===== src/rtl/showcase_ram_pipe.sv =====
// showcase_ram_pipe: write stream stored to RAM, address carried down a DELAY-stage valid pipeline,
// then read back on a valid/ready output. Optional RAM init FSM: SHOWCASE_RAM_PIPE_INIT_EN.
module showcase_ram_pipe #(
  parameter int unsigned DATA_W    = 8,
  parameter int unsigned ADDR_W    = 2,
  parameter int unsigned DELAY     = 2,
  parameter int unsigned CMP_CONST = 4
) (
  input  logic              clk,
  input  logic              rst_n,
  input  logic [ADDR_W-1:0] in_addr,
  input  logic [DATA_W-1:0] in_data,
  input  logic              in_vld,
  output logic              in_rdy,
  output logic [DATA_W-1:0] out_data,
  output logic              out_vld,
  input  logic              out_rdy,
  input  logic              sticky_in,
  output logic              sticky_out,
  output logic              cmp_lt,
  output logic              cmp_gt,
  output logic              cmp_eq,
  output logic [15:0]       acc_cnt
);

  localparam int unsigned       Depth  = 2 ** ADDR_W;
  localparam logic [DATA_W-1:0] CmpVal = DATA_W'(CMP_CONST);

  logic [DATA_W-1:0] mem [Depth];

  logic [DELAY-1:0]  stg_vld_q;
  logic [ADDR_W-1:0] stg_addr_q [DELAY];

  logic [DATA_W-1:0] out_data_q;
  logic              out_vld_q;
  logic              sticky_q;
  logic              cmp_lt_q, cmp_gt_q, cmp_eq_q;
  logic [15:0]       acc_cnt_q;

  logic advance;
  logic accept;
  logic run;

  assign advance = !out_vld_q || out_rdy;
  assign in_rdy  = run && advance && rst_n;
  assign accept  = in_vld && in_rdy;

`ifdef SHOWCASE_RAM_PIPE_INIT_EN
  localparam logic [0:0] StInit = 1'b0;
  localparam logic [0:0] StRun  = 1'b1;

  logic [0:0]        state_q;
  logic [ADDR_W-1:0] init_cnt_q;
  logic              init_we;

  assign run     = (state_q == StRun);
  assign init_we = rst_n && (state_q == StInit);

  always_ff @(posedge clk) begin
    if (!rst_n) begin
      state_q    <= StInit;
      init_cnt_q <= '0;
    end else if (state_q == StInit) begin
      init_cnt_q <= init_cnt_q + ADDR_W'(1);
      if (init_cnt_q == ADDR_W'(Depth - 1)) begin
        state_q <= StRun;
      end
    end
  end

  // Init writes and stream writes are mutually exclusive: in_rdy is low during INIT.
  always_ff @(posedge clk) begin
    if (init_we) begin
      mem[init_cnt_q] <= DATA_W'(init_cnt_q);
    end else if (accept) begin
      mem[in_addr] <= in_data;
    end
  end
`else
  assign run = 1'b1;

  always_ff @(posedge clk) begin
    if (accept) begin
      mem[in_addr] <= in_data;
    end
  end
`endif

  // Valid chain and read-back register; reading mem here returns pre-write content on collision.
  always_ff @(posedge clk) begin
    if (!rst_n) begin
      stg_vld_q  <= '0;
      out_vld_q  <= 1'b0;
      out_data_q <= '0;
    end else if (advance) begin
      for (int unsigned k = DELAY - 1; k >= 1; k--) begin
        stg_vld_q[k] <= stg_vld_q[k-1];
      end
      stg_vld_q[0] <= accept;
      out_vld_q    <= stg_vld_q[DELAY-1];
      if (stg_vld_q[DELAY-1]) begin
        out_data_q <= mem[stg_addr_q[DELAY-1]];
      end
    end
  end

  // Addresses are qualified by the valid chain, so they need no reset.
  always_ff @(posedge clk) begin
    if (advance) begin
      for (int unsigned k = DELAY - 1; k >= 1; k--) begin
        stg_addr_q[k] <= stg_addr_q[k-1];
      end
      stg_addr_q[0] <= in_addr;
    end
  end

  always_ff @(posedge clk) begin
    if (!rst_n) begin
      sticky_q  <= 1'b0;
      cmp_lt_q  <= 1'b0;
      cmp_gt_q  <= 1'b0;
      cmp_eq_q  <= 1'b0;
      acc_cnt_q <= '0;
    end else begin
      if (sticky_in) begin
        sticky_q <= 1'b1;
      end
      if (accept) begin
        cmp_lt_q <= (in_data < CmpVal);
        cmp_gt_q <= (in_data > CmpVal);
        cmp_eq_q <= (in_data == CmpVal);
        if (acc_cnt_q != 16'hFFFF) begin
          acc_cnt_q <= acc_cnt_q + 16'd1;
        end
      end
    end
  end

  assign out_data   = out_data_q;
  assign out_vld    = out_vld_q;
  assign sticky_out = sticky_q;
  assign cmp_lt     = cmp_lt_q;
  assign cmp_gt     = cmp_gt_q;
  assign cmp_eq     = cmp_eq_q;
  assign acc_cnt    = acc_cnt_q;

`ifndef SYNTHESIS
  out_hold_a: assert property (@(posedge clk) disable iff (!rst_n)
    (out_vld_q && !out_rdy) |=> (out_vld_q && $stable(out_data_q)));

  cnt_mono_a: assert property (@(posedge clk) disable iff (!rst_n)
    1'b1 |=> (acc_cnt_q >= $past(acc_cnt_q)));

  cmp_onehot_a: assert property (@(posedge clk) disable iff (!rst_n)
    (acc_cnt_q != 16'd0) |-> $onehot({cmp_lt_q, cmp_gt_q, cmp_eq_q}));
`endif

endmodule

===== config.mk =====
export PLATFORM = sky130hd
export DESIGN_NAME = showcase_ram_pipe
export DESIGN_NICKNAME = d
export VERILOG_FILES = /design/src/rtl/showcase_ram_pipe.sv
export SDC_FILE = /design/constraint.sdc
export NUM_CORES = 1
export LEC_CHECK = 0
export ABC_AREA = 1
export CORE_ASPECT_RATIO = 0.75
export CORE_MARGIN = 2
export CORE_UTILIZATION = 53
export DETAILED_ROUTE_END_ITERATION = 16
export MAX_ROUTING_LAYER = met4
export PLACE_DENSITY_LB_ADDON = 0.15
export RECOVER_POWER = 100
export SYNTH_ARGS = -nofsm -noshare
export SYNTH_HDL_FRONTEND = slang
export SYNTH_SLANG_ARGS = --single-unit

===== constraint.sdc =====
create_clock -name clk -period 2.6 [get_ports clk]
set_clock_uncertainty 0.15 [all_clocks]
set_input_delay 0.65 -clock clk [delete_from_list [all_inputs] [get_ports clk]]
set_output_delay 0.65 -clock clk [all_outputs]
set_load 0.005 [all_outputs]

======== Word-level counts from Yosys, hierarchy flattened ========
Memories as Yosys holds them, arrays and structs flattened. A register that Yosys moved wholly into a read port is not among the register bits.
Index checks and enable logic that the tools add are counted.
storage, ports and cells
  register bits after elaboration ......... 23
  RAM bits ................................ 36
  input port bits ......................... 15
  output and inout bits ................... 30
  word-level logic and storage cells ...... 25
  memories ................................ 2
cells by class
  add/sub/neg operators ................... 1
  order comparisons ....................... 2
  eq/ne operators ......................... 2
  mux-type cells .......................... 4
  reduce and logical (&&, ||, !) cells .... 7
memories
  memory      depth  width  rd ports  clocked after memory_dff  wr ports  line  RTL
  mem         4      8      1         1                         1         29    logic [DATA_W-1:0] mem [Depth];
  stg_addr_q  2      2      2         0                         2         32    logic [ADDR_W-1:0] stg_addr_q [DELAY];
operator list
  kind                                                         number
  adder 16 x 1 -> 16 bit (second input constant)               1
  != test 16 bit (second input constant)                       1
  == test 8 x 3 -> 1 bit (second input constant)               1
  > comparator 8 x 3 -> 1 bit (second input constant)          1
  less-than comparator 8 x 3 -> 1 bit (second input constant)  1
  2-to-1 mux 1 bit                                             4
  AND reduction 2 bit                                          2
  logical AND 1 bit                                            2
  zero test 1 bit                                              2
  logical OR 1 bit                                             1

======== Longest topological paths before layout ========
Gate-level depths: netlist of run 1.
  word-level depth ........................ 6
  gate-level depth with buffers ........... 9
  mapped depth without buffers ............ 9

======== Worst setup path before layout of run 1 ========
No wires, ideal clock.
  kind .................................... input to register
  start ................................... input port out_rdy
  end ..................................... memory mem[2][0], enable pin
  setup time .............................. 0.383 ns
  arrival ................................. 1.714 ns
  data required time ...................... 2.067 ns
  path slack .............................. 0.353 ns
  stages .................................. 5
  buffers on the path ..................... 1
  path through ............................ inv_1 -> nand2_2 -> nand3_4 -> buf_6 -> nor3_1
on the way
  cells in the longest elaborated chain, start to end .. 5
RTL lines
  item                                    line  RTL
  start: declaration                      17    input logic out_rdy,
  logical OR 1 bit                        44    assign advance = !out_vld_q || out_rdy;
  logical AND 1 bit                       45    assign in_rdy = run && advance && rst_n;
  logical AND 1 bit                       46    assign accept = in_vld && in_rdy;
  2-to-1 mux 1 bit                        83    if (accept) begin
  2-to-1 mux 1 bit (not written as such)  84    mem[in_addr] <= in_data;
  end: declaration                        29
Every way passes these cells.

======== Worst setup path in the final report of run 1 ========
  start ................................... input port rst_n
  end ..................................... output port in_rdy
on the way
  cells in the longest elaborated chain, start to end .. 1
RTL lines
  item                line  RTL
  start: declaration  10    input logic rst_n,
  logical AND 1 bit   45
  end: declaration    14    output logic in_rdy,
Every way passes these cells.

==> results of run 1 <==
per-stage QoR:
stage                     cells  worst slack, ps  utilization [%]  cell area, sq um
after floorplan             346            352.6                -              2995
after global placement      464           -2.374            65.43              3540
after detailed placement    464           -43.43            65.43              3540
after CTS                   480            212.7            68.64              3714
after global routing        480            146.1            68.20              3690
final                       480            192.7            68.20              3690
power groups by stage:
stage                     Clock, uW  Combinational [uW]  Sequential (uW)
after floorplan                   0                84.8             1180
after global placement            0                 162             1180
after detailed placement          0                 167             1190
after CTS                       785                 167             1160
after global routing            827                 175             1170
final                           769                 157             1160
metal layers:
metal / part of all wire [%] / GRT usage (%) / wire length [microns] / vias to the layer above
met4: 1.1 / 6.902 / 72 / 0
met2: 40 / 29.10 / 2584 / 100
met5: 0 / - / 0 / -
li1: - / - / - / 1237
met1: 51 / 33.91 / 3270 / 1109
met3: 7.5 / 6.448 / 483 / 7
placed cells by master (no fill, tap or decap), types with 2 or more instances in the layout:
master           count
nand2_2              4
dfxtp_1             31
nand3_4              2
buf_4                5
a21oi_2              3
inv_6                2
nor3_1               5
nand4_1              5
dlygate4sd3_1       40
o21ai_1              3
clkbuf_2             3
clkdlybuf4s50_1      3
nor2_2               4
nor2_4               2
nand3_1             13
clkinv_2             2
nand2_1             58
nor2_1              72
a21oi_1             17
inv_1               40
clkbuf_8             9
o21ai_0             34
edfxtp_1            36
clkinvlp_4           2
flip-flops by register name, summed over array words and instances, names as in the netlist:
signal      cells
cmp_lt          1
acc_cnt        16
cmp_eq          1
cmp_gt          1
mem            32
sticky_out      1
stg_vld_q       2
out_vld         1
out_data        8
stg_addr_q      4
kinds of logic (layout without fill, tap and decap cells):
kind of cell / Yosys count / after routing
xor+xnor: 2 / 2
fa+ha+maj: 1 / 1
compound gates: 59 / 59
simple gates: 166 / 166
buf+inv: 51 / 110
flops: 67 / 67
layout make-up:
type / count / area (sq um) / area share, %
flip-flops and latches: 67 / 1702 / 46.12
clock buffers: 9 / 123.9 / 3.357
clock inverters: 7 / 51.30 / 1.390
multi-input cells: 228 / 1067 / 28.92
inverters: 42 / 160.2 / 4.340
repair buffers: 52 / 491.7 / 13.33
well taps: 75 / 93.84 / 2.543
path summary, 6_finish.rpt:
kind              depth (start not counted)                to  slack [ps]
setup / recovery                          4            in_rdy         190
hold / removal                            0  stg_addr_q[0][3]         270
setup reg to reg                          8       acc_cnt[11]         720
hold reg to reg                           0  stg_addr_q[0][3]         270
what timing repair did:
item | in CTS | in global routing
hold endpoints to repair | 0 | 0
resized for setup | 1 | 0
setup buffers | 0 | 0
setup endpoints to repair | 1 | 0
==> results.cfg, run 1 <==
[run_status]
status = finished clean

[critical_path]
crit_fanout = 2
worstSetupEndpointType = output pin
startpoint = rst_n
worstReg2RegStart = acc_cnt[0]
arrival_ps = 1610
worst-path-buf-inv = 3
critPathKind = in2out
path_delay_family = buffers and inverters
crit_chain = dlygate4sd3_1 -> nand2_1 -> inv_1 -> dlygate4sd2_1
cp.required_ps = 1800
slowest_stage = dlygate4sd3_1
worst_path_largest_cell_delay_ps = 560
startpoint_type = input port

[synth]
synth_edf_count = 36
synthDominantCellAreaShare_pct = 36.09
synth-simple-area-share_pct = 24.73
yosysUniqueCellTypes = 27
syn_nets = 362
synth_top_family_by_area = simple AND/OR/NAND/NOR gates
ys_warn_count = 0
synth-seq-cells = 67
ys_async_sr_fraction_pct = 0
ys_seq_area_share_pct = 56.81
synthMuxAreaShare_pct = 0
synth_compound_area_share_pct = 10.44
synthCells = 346
synth_xor_area_share_pct = 0.5848
ys_top_cells_by_count = nor2_1 (70), nand2_1 (57), inv_1 (39)
netlist_area_sq_mm = 0.002995
synth.avg_cell_area_sq_um = 8.657
postSynth.topFlopCell = edfxtp_1
synthAdderAreaFrac_pct = 0.4177
netlist_top_cells_area = edfxtp_1 (36%), dfxtp_1 (21%), nor2_1 (8.8%), nand2_1 (7.1%), o21ai_0 (5.5%)
yosysMostFrequentCell = nor2_1
synth_area_leader_cell = edfxtp_1

[global_routing]
overflow = 0
grt_antenna_before_repair = 0
grt_pass1_wl_microns = 10730
grt_max_degree = 18
first_global_vias = 2181
grt.total_usage_pct = 22.48

[clocking]
ctsHoldBuffers = 0
cts_buffer_depth = 2
numCtsBuffers = 9
cts_tree = built
clkSinkCount = 67
clk_latency_ps = 340
cts.reportedPaths.clkPinSlew_ps = 80
htreeDepth = 3
cts_root_buffer = clkbuf_8

[routing]
num_vias = 2453
wl_per_cell_microns = 13.36
ant_nets = 0
wl_microns = 6412
drc = 0
firstDrtPassIters = 4
avgViaCountPerCell = 5.110
drt-initial-drc-count = 234

[hold_path]
min-delay-start = stg_addr_q[0][1]
hold_class = reg2reg

[power_and_ir_drop]
p_leak_uw = 0.001508
design_power_total_uw = 2086
comb_power_share_pct = 7.5
seq_power_share_pct = 55.6
p_switching_uw = 526.8
ir_drop_uv = 407.7
power.density_mw_per_mm2 = 565.5
p_sw_share_pct = 25.25
p_int_uw = 1560
clkPwrFrac_pct = 36.9

[die]
num_rows = 23
die_h_microns = 69.11
core_sq_mm = 0.005410
die_x_microns = 90.81
start_util_pct = 55.37
io-pin-count = 45
die_area_sq_mm = 0.006275

[timing]
slew_viol_final = 0
tns_ps = 0
tightest_slew_ps = 584.7
rsz0062_at_grt = false
period_minus_slack_ps = 2407
final_hold_viol_count = 0
fmax_mhz = 415.4
finalCritPeriodShare_pct = 92.59
relSlewSlack_pct = 60.98
setup_viol = 0
whs_ps = 270.4

[finish]
area_growth_pct = 23.18
nets = 416
antenna_cells = 0
drive_above_1_share_pct = 10.37
fillers = 484

[placed_design]
dpl.hpwl_microns = 4585
gp_congestion = 0.8567
io_buffer_count = 44

[run]
drv_cap = 0
(Power assumes the default switching activity.)
==> run 2, diff against run 1 <==
Settings changed: CORE_ASPECT_RATIO 0.75 to 1.4.
==> run 2 against run 1 <==
Against the previous run:
- utilization decreased by 0.32 points
- wire length decreased by 3.1%
- setup slack improved by 41 ps
- global-route usage increased by 0.37 points
- worst hold slack improved by 5.0 ps
- die area about the same
- critical path depth unchanged
- design area increased by 0.92%
- highest routed layer unchanged
- clock-buffer cell count increased by 2
- via count decreased by 3.3%
- largest power group unchanged
- largest cell class unchanged
==> results.cfg, run 2 (synthesis results as in run 1) <==
[clocking]
clkSinkCount = 67
ctsHoldBuffers = 0
htreeDepth = 3
postCtsSetupRepairBufs = 0
cts_buffer_depth = 2
cts_tree = built
cts.reportedPaths.clkPinSlew_ps = 70
clk_latency_ps = 350
numCtsBuffers = 9
cts_root_buffer = clkbuf_8

[power_and_ir_drop]
p_switching_uw = 492.5
seq_power_share_pct = 51.8
design_power_total_uw = 2241
p_leak_uw = 0.001532
power.density_mw_per_mm2 = 601.9
comb_power_share_pct = 6.8
p_sw_share_pct = 21.98
ir_drop_uv = 298.6
p_int_uw = 1749
clkPwrFrac_pct = 41.4

[routing]
avgViaCountPerCell = 5.004
drt-initial-drc-count = 159
wl_microns = 6212
num_vias = 2372
wl_per_cell_microns = 13.11
drc = 0
ant_nets = 0
firstDrtPassIters = 4

[timing]
setup_viol = 0
tightest_slew_ps = 601.3
tns_ps = 0
whs_ps = 275.5
period_minus_slack_ps = 2366
slew_viol_final = 0
final_hold_viol_count = 0
rsz0062_at_grt = false
finalCritPeriodShare_pct = 91.01
fmax_mhz = 422.6
relSlewSlack_pct = 59.87

[global_routing]
grt_pass1_wl_microns = 10230
grt_max_degree = 18
grt_antenna_before_repair = 0
first_global_vias = 2270
grt.total_usage_pct = 22.85
overflow = 0

[finish]
largest_reg_flops = 32
drive_above_1_share_pct = 9.606
largest_register = mem
area_growth_pct = 24.31
register_area_sq_mm = 0.001702
final_common_cell = nor2_1
final_cell_mix = nor2_1 (72), nand2_1 (59), inv_1 (40), dlygate4sd3_1 (40), edfxtp_1 (36)
multi_input_area_sq_mm = 0.001061
antenna_cells = 0
fillers = 461
nets = 417

[critical_path]
arrival_ps = 1570
startpoint_type = input port
crit_fanout = 2
cp.required_ps = 1800
worstSetupEndpointType = output pin
critPathKind = in2out
r2r_slack_ps = 770

[die]
die_h_microns = 92.95
io-pin-count = 45
die_area_sq_mm = 0.006277
core_sq_mm = 0.005485
start_util_pct = 54.61
die_x_microns = 67.54
num_rows = 32

[run_status]
status = finished clean

[run]
drv_cap = 0

[placed_design]
gp_congestion = 0.8458
dpl.hpwl_microns = 4447
io_buffer_count = 44

[hold_path]
hold_class = reg2reg
[run 2: changes by cell type in the layout (fill, tap and decap cells not counted), moves of 2 or more]
cell       delta
bufinv_16     +2
buf_4         +4
clkbuf_1      +2
inv_6         -2
clkbuf_2      -3
[run 2: final timing paths]
kind,from,end,cells after the start
setup / recovery,rst_n,in_rdy,4
hold / removal,stg_addr_q[0][1],stg_addr_q[0][3],0
setup reg to reg,acc_cnt[1],acc_cnt[6],9
hold reg to reg,stg_addr_q[0][1],stg_addr_q[0][3],0
[run 2: power groups by stage]
stage	registers [uW]	clock network [uW]	logic (uW)
2_1_floorplan	1180	0	84.8
3_3_place_gp	1180	0	161
3_5_place_dp	1180	0	165
4_1_cts	1160	937	165
5_1_grt	1160	986	175
6_report	1160	928	153
[run 2: through the flow]
step / cells / cell area [sq um] / setup WS, ps / util [%]
finish: 474 / 3724 / 233.6 / 67.88
global placement: 458 / 3538 / -0.7842 / 64.51
detailed placement: 458 / 3538 / -19.15 / 64.51
CTS: 474 / 3746 / 250.4 / 68.29
floorplan: 346 / 2995 / 352.6 / -
global route: 474 / 3724 / 168.2 / 67.88
[run 2: cell type report]
type,instances,area share (%)
multi-input cells,228,28.49
inverters,42,4.301
flip-flops and latches,67,45.70
clock inverters,5,2.083
clock buffers,11,3.528
well taps,68,2.285
repair buffers,53,13.61
[run 2: worst max-delay path, stage by stage]
cell	delay, ps
dlygate4sd3_1	550
nand2_1	90
inv_1	40
dlygate4sd2_1	250
[run 2: timing repair]
| action | in CTS | in global routing |
|---|---|---|
| endpoints found under the hold margin | 0 | 0 |
| resized for setup | 1 | 0 |
| endpoints found under the setup margin | 1 | 0 |
[run 2: routing by layer]
layer	global-route usage, %	wire length [microns]	up-vias
li1	-	-	1239
met1	23.43	2511	1083
met2	41.01	3399	44
met3	5.468	209	6
met4	8.163	91	0
met5	-	0	-
==> run 3, diff against run 2 <==
Settings changed: CORE_ASPECT_RATIO 1.4 to 1.75.
==> run 3 against run 2 <==
Against the previous run:
- worst hold slack worse by 3.9 ps
- die area rose by 0.25%
- combinational power barely moved
- cell count grew 1.7%
- sequential share of layout area barely moved
- total power decreased by 2.8%
- setup slack worse by 11 ps
- critical endpoint unchanged
- largest power group unchanged
==> results.cfg, run 3 (synthesis results as in run 1) <==
[global_routing]
grt_pass1_wl_microns = 9949
busiest_layer = met2
grt_use_met2_pct = 41.11
overflow = 0
grt_util_met3_pct = 5.721
grt_antenna_before_repair = 0
grtUsageMet1_pct = 20.52
grt_max_degree = 18
first_global_vias = 2316
grt.total_usage_pct = 22.59

[timing]
slew_viol_final = 0
whs_ps = 271.6
tightest_slew_ps = 598.2
setup_viol = 0
relSlewSlack_pct = 60.08
period_minus_slack_ps = 2377
rsz0062_at_grt = false
final_hold_viol_count = 0
fin_ws_ps = 222.9
finalCritPeriodShare_pct = 91.43
fmax_mhz = 420.7

[finish]
final_common_cell = nor2_1
area_growth_pct = 24.39
utilization_pct = 67.81
final_cell_mix = nor2_1 (72), nand2_1 (58), inv_1 (40), dlygate4sd3_1 (40), edfxtp_1 (36)
nets = 417
largest_reg_flops = 32
drive_above_1_share_pct = 9.852
stdcell_count = 482
antenna_cells = 0
largest_register = mem

[power_and_ir_drop]
power.density_mw_per_mm2 = 584.4
ir_drop_uv = 445.0
p_switching_uw = 474.5
comb_power_share_pct = 6.9
p_leak_uw = 0.001526
p_sw_share_pct = 21.79
clkPwrFrac_pct = 39.8
seq_power_share_pct = 53.3
p_int_uw = 1703

[routing]
wl_per_cell_microns = 12.73
firstDrtPassIters = 4
avgViaCountPerCell = 5.056
wl_microns = 6134
num_vias = 2437
drt-initial-drc-count = 94
ant_nets = 0
drc = 0

[clocking]
htreeDepth = 3
postCtsSetupRepairBufs = 0
cts_buffer_depth = 2
cts_root_buffer = clkbuf_8
clk_latency_ps = 340
cts_tree = built
numCtsBuffers = 9
clkSinkCount = 67
ctsHoldBuffers = 0
cts_resized = 1
cts.reportedPaths.clkPinSlew_ps = 70

[die]
io-pin-count = 45
num_rows = 36
core_sq_mm = 0.005495
die_h_microns = 103.5
die_area_sq_mm = 0.006293
start_util_pct = 54.51
die_x_microns = 60.83

[critical_path]
path_delay_family = buffers and inverters
crit_chain = dlygate4sd3_1 -> nand2_1 -> inv_1 -> dlygate4sd2_1
crit_fanout = 2
worstSetupEndpointType = output pin
arrival_ps = 1580
worst-path-buf-inv = 3
slowest_stage = dlygate4sd3_1
cp.required_ps = 1800
worst_path_largest_cell_delay_ps = 550
critPathKind = in2out
startpoint_type = input port

[run]
drv_cap = 0

[placed_design]
io_buffer_count = 44
dp_cells = 466
gp_congestion = 0.8417
dpl.hpwl_microns = 4536
post-place-ws_ps = -14.37

[hold_path]
hold_class = reg2reg

[run_status]
status = finished clean
==> run 3: final timing paths <==
kind	from	to	slack, ps	cells past startpoint
worst max-delay path	rst_n	in_rdy	220	4
worst min-delay path	stg_addr_q[0][1]	stg_addr_q[0][3]	270	0
worst max register to register	acc_cnt[0]	acc_cnt[11]	720	9
worst min register to register	stg_addr_q[0][1]	stg_addr_q[0][3]	270	0
==> run 3: worst reg2reg max path, cell delays in order, from the launching register on <==
cell and delay, ps:
dfxtp_1 400, ha_1 270, nand2_1 110, nor2_2 180
nand2_2 110, inv_4 80, nand2_4 60, nand2_1 200
nand2_1 120, a21oi_2 140
==> run 3: metal layers <==
| metal | wire, microns | share of wire, % | vias up |
|---|---|---|---|
| met3 | 272 | 4.4 | 17 |
| li1 | - | - | 1241 |
| met1 | 2200 | 36 | 1111 |
| met2 | 3494 | 57 | 68 |
| met4 | 166 | 2.7 | 0 |
| met5 | 0 | 0 | - |
==> run 3: per-stage QoR <==
step	TNS, ps	total power, uW	cell area, sq um
final	0	2177	3726
after global routing	0	2263	3726
after CTS	0	2203	3745
after detailed placement	-14.37	1348	3548
after global placement	-1.587	1345	3548
after floorplan	0	1266	2995
==> run 3: final cells by class <==
type	instances	area, sq um
Timing Repair Buffer	53	500.5
Multi-Input combinational cell	228	1071
Fill cell	469	1769
Sequential cell	67	1702
Tap cell	76	95.09
Clock buffer	13	158.9
Clock inverter	3	38.79
Inverter	42	160.2
==> run 3: power by group through the flow <==
stage	logic, uW	clock network [uW]	registers [uW]
2_1_floorplan	84.8	0	1180
3_3_place_gp	161	0	1180
3_5_place_dp	164	0	1180
4_1_cts	163	878	1160
5_1_grt	171	928	1160
6_report	151	866	1160
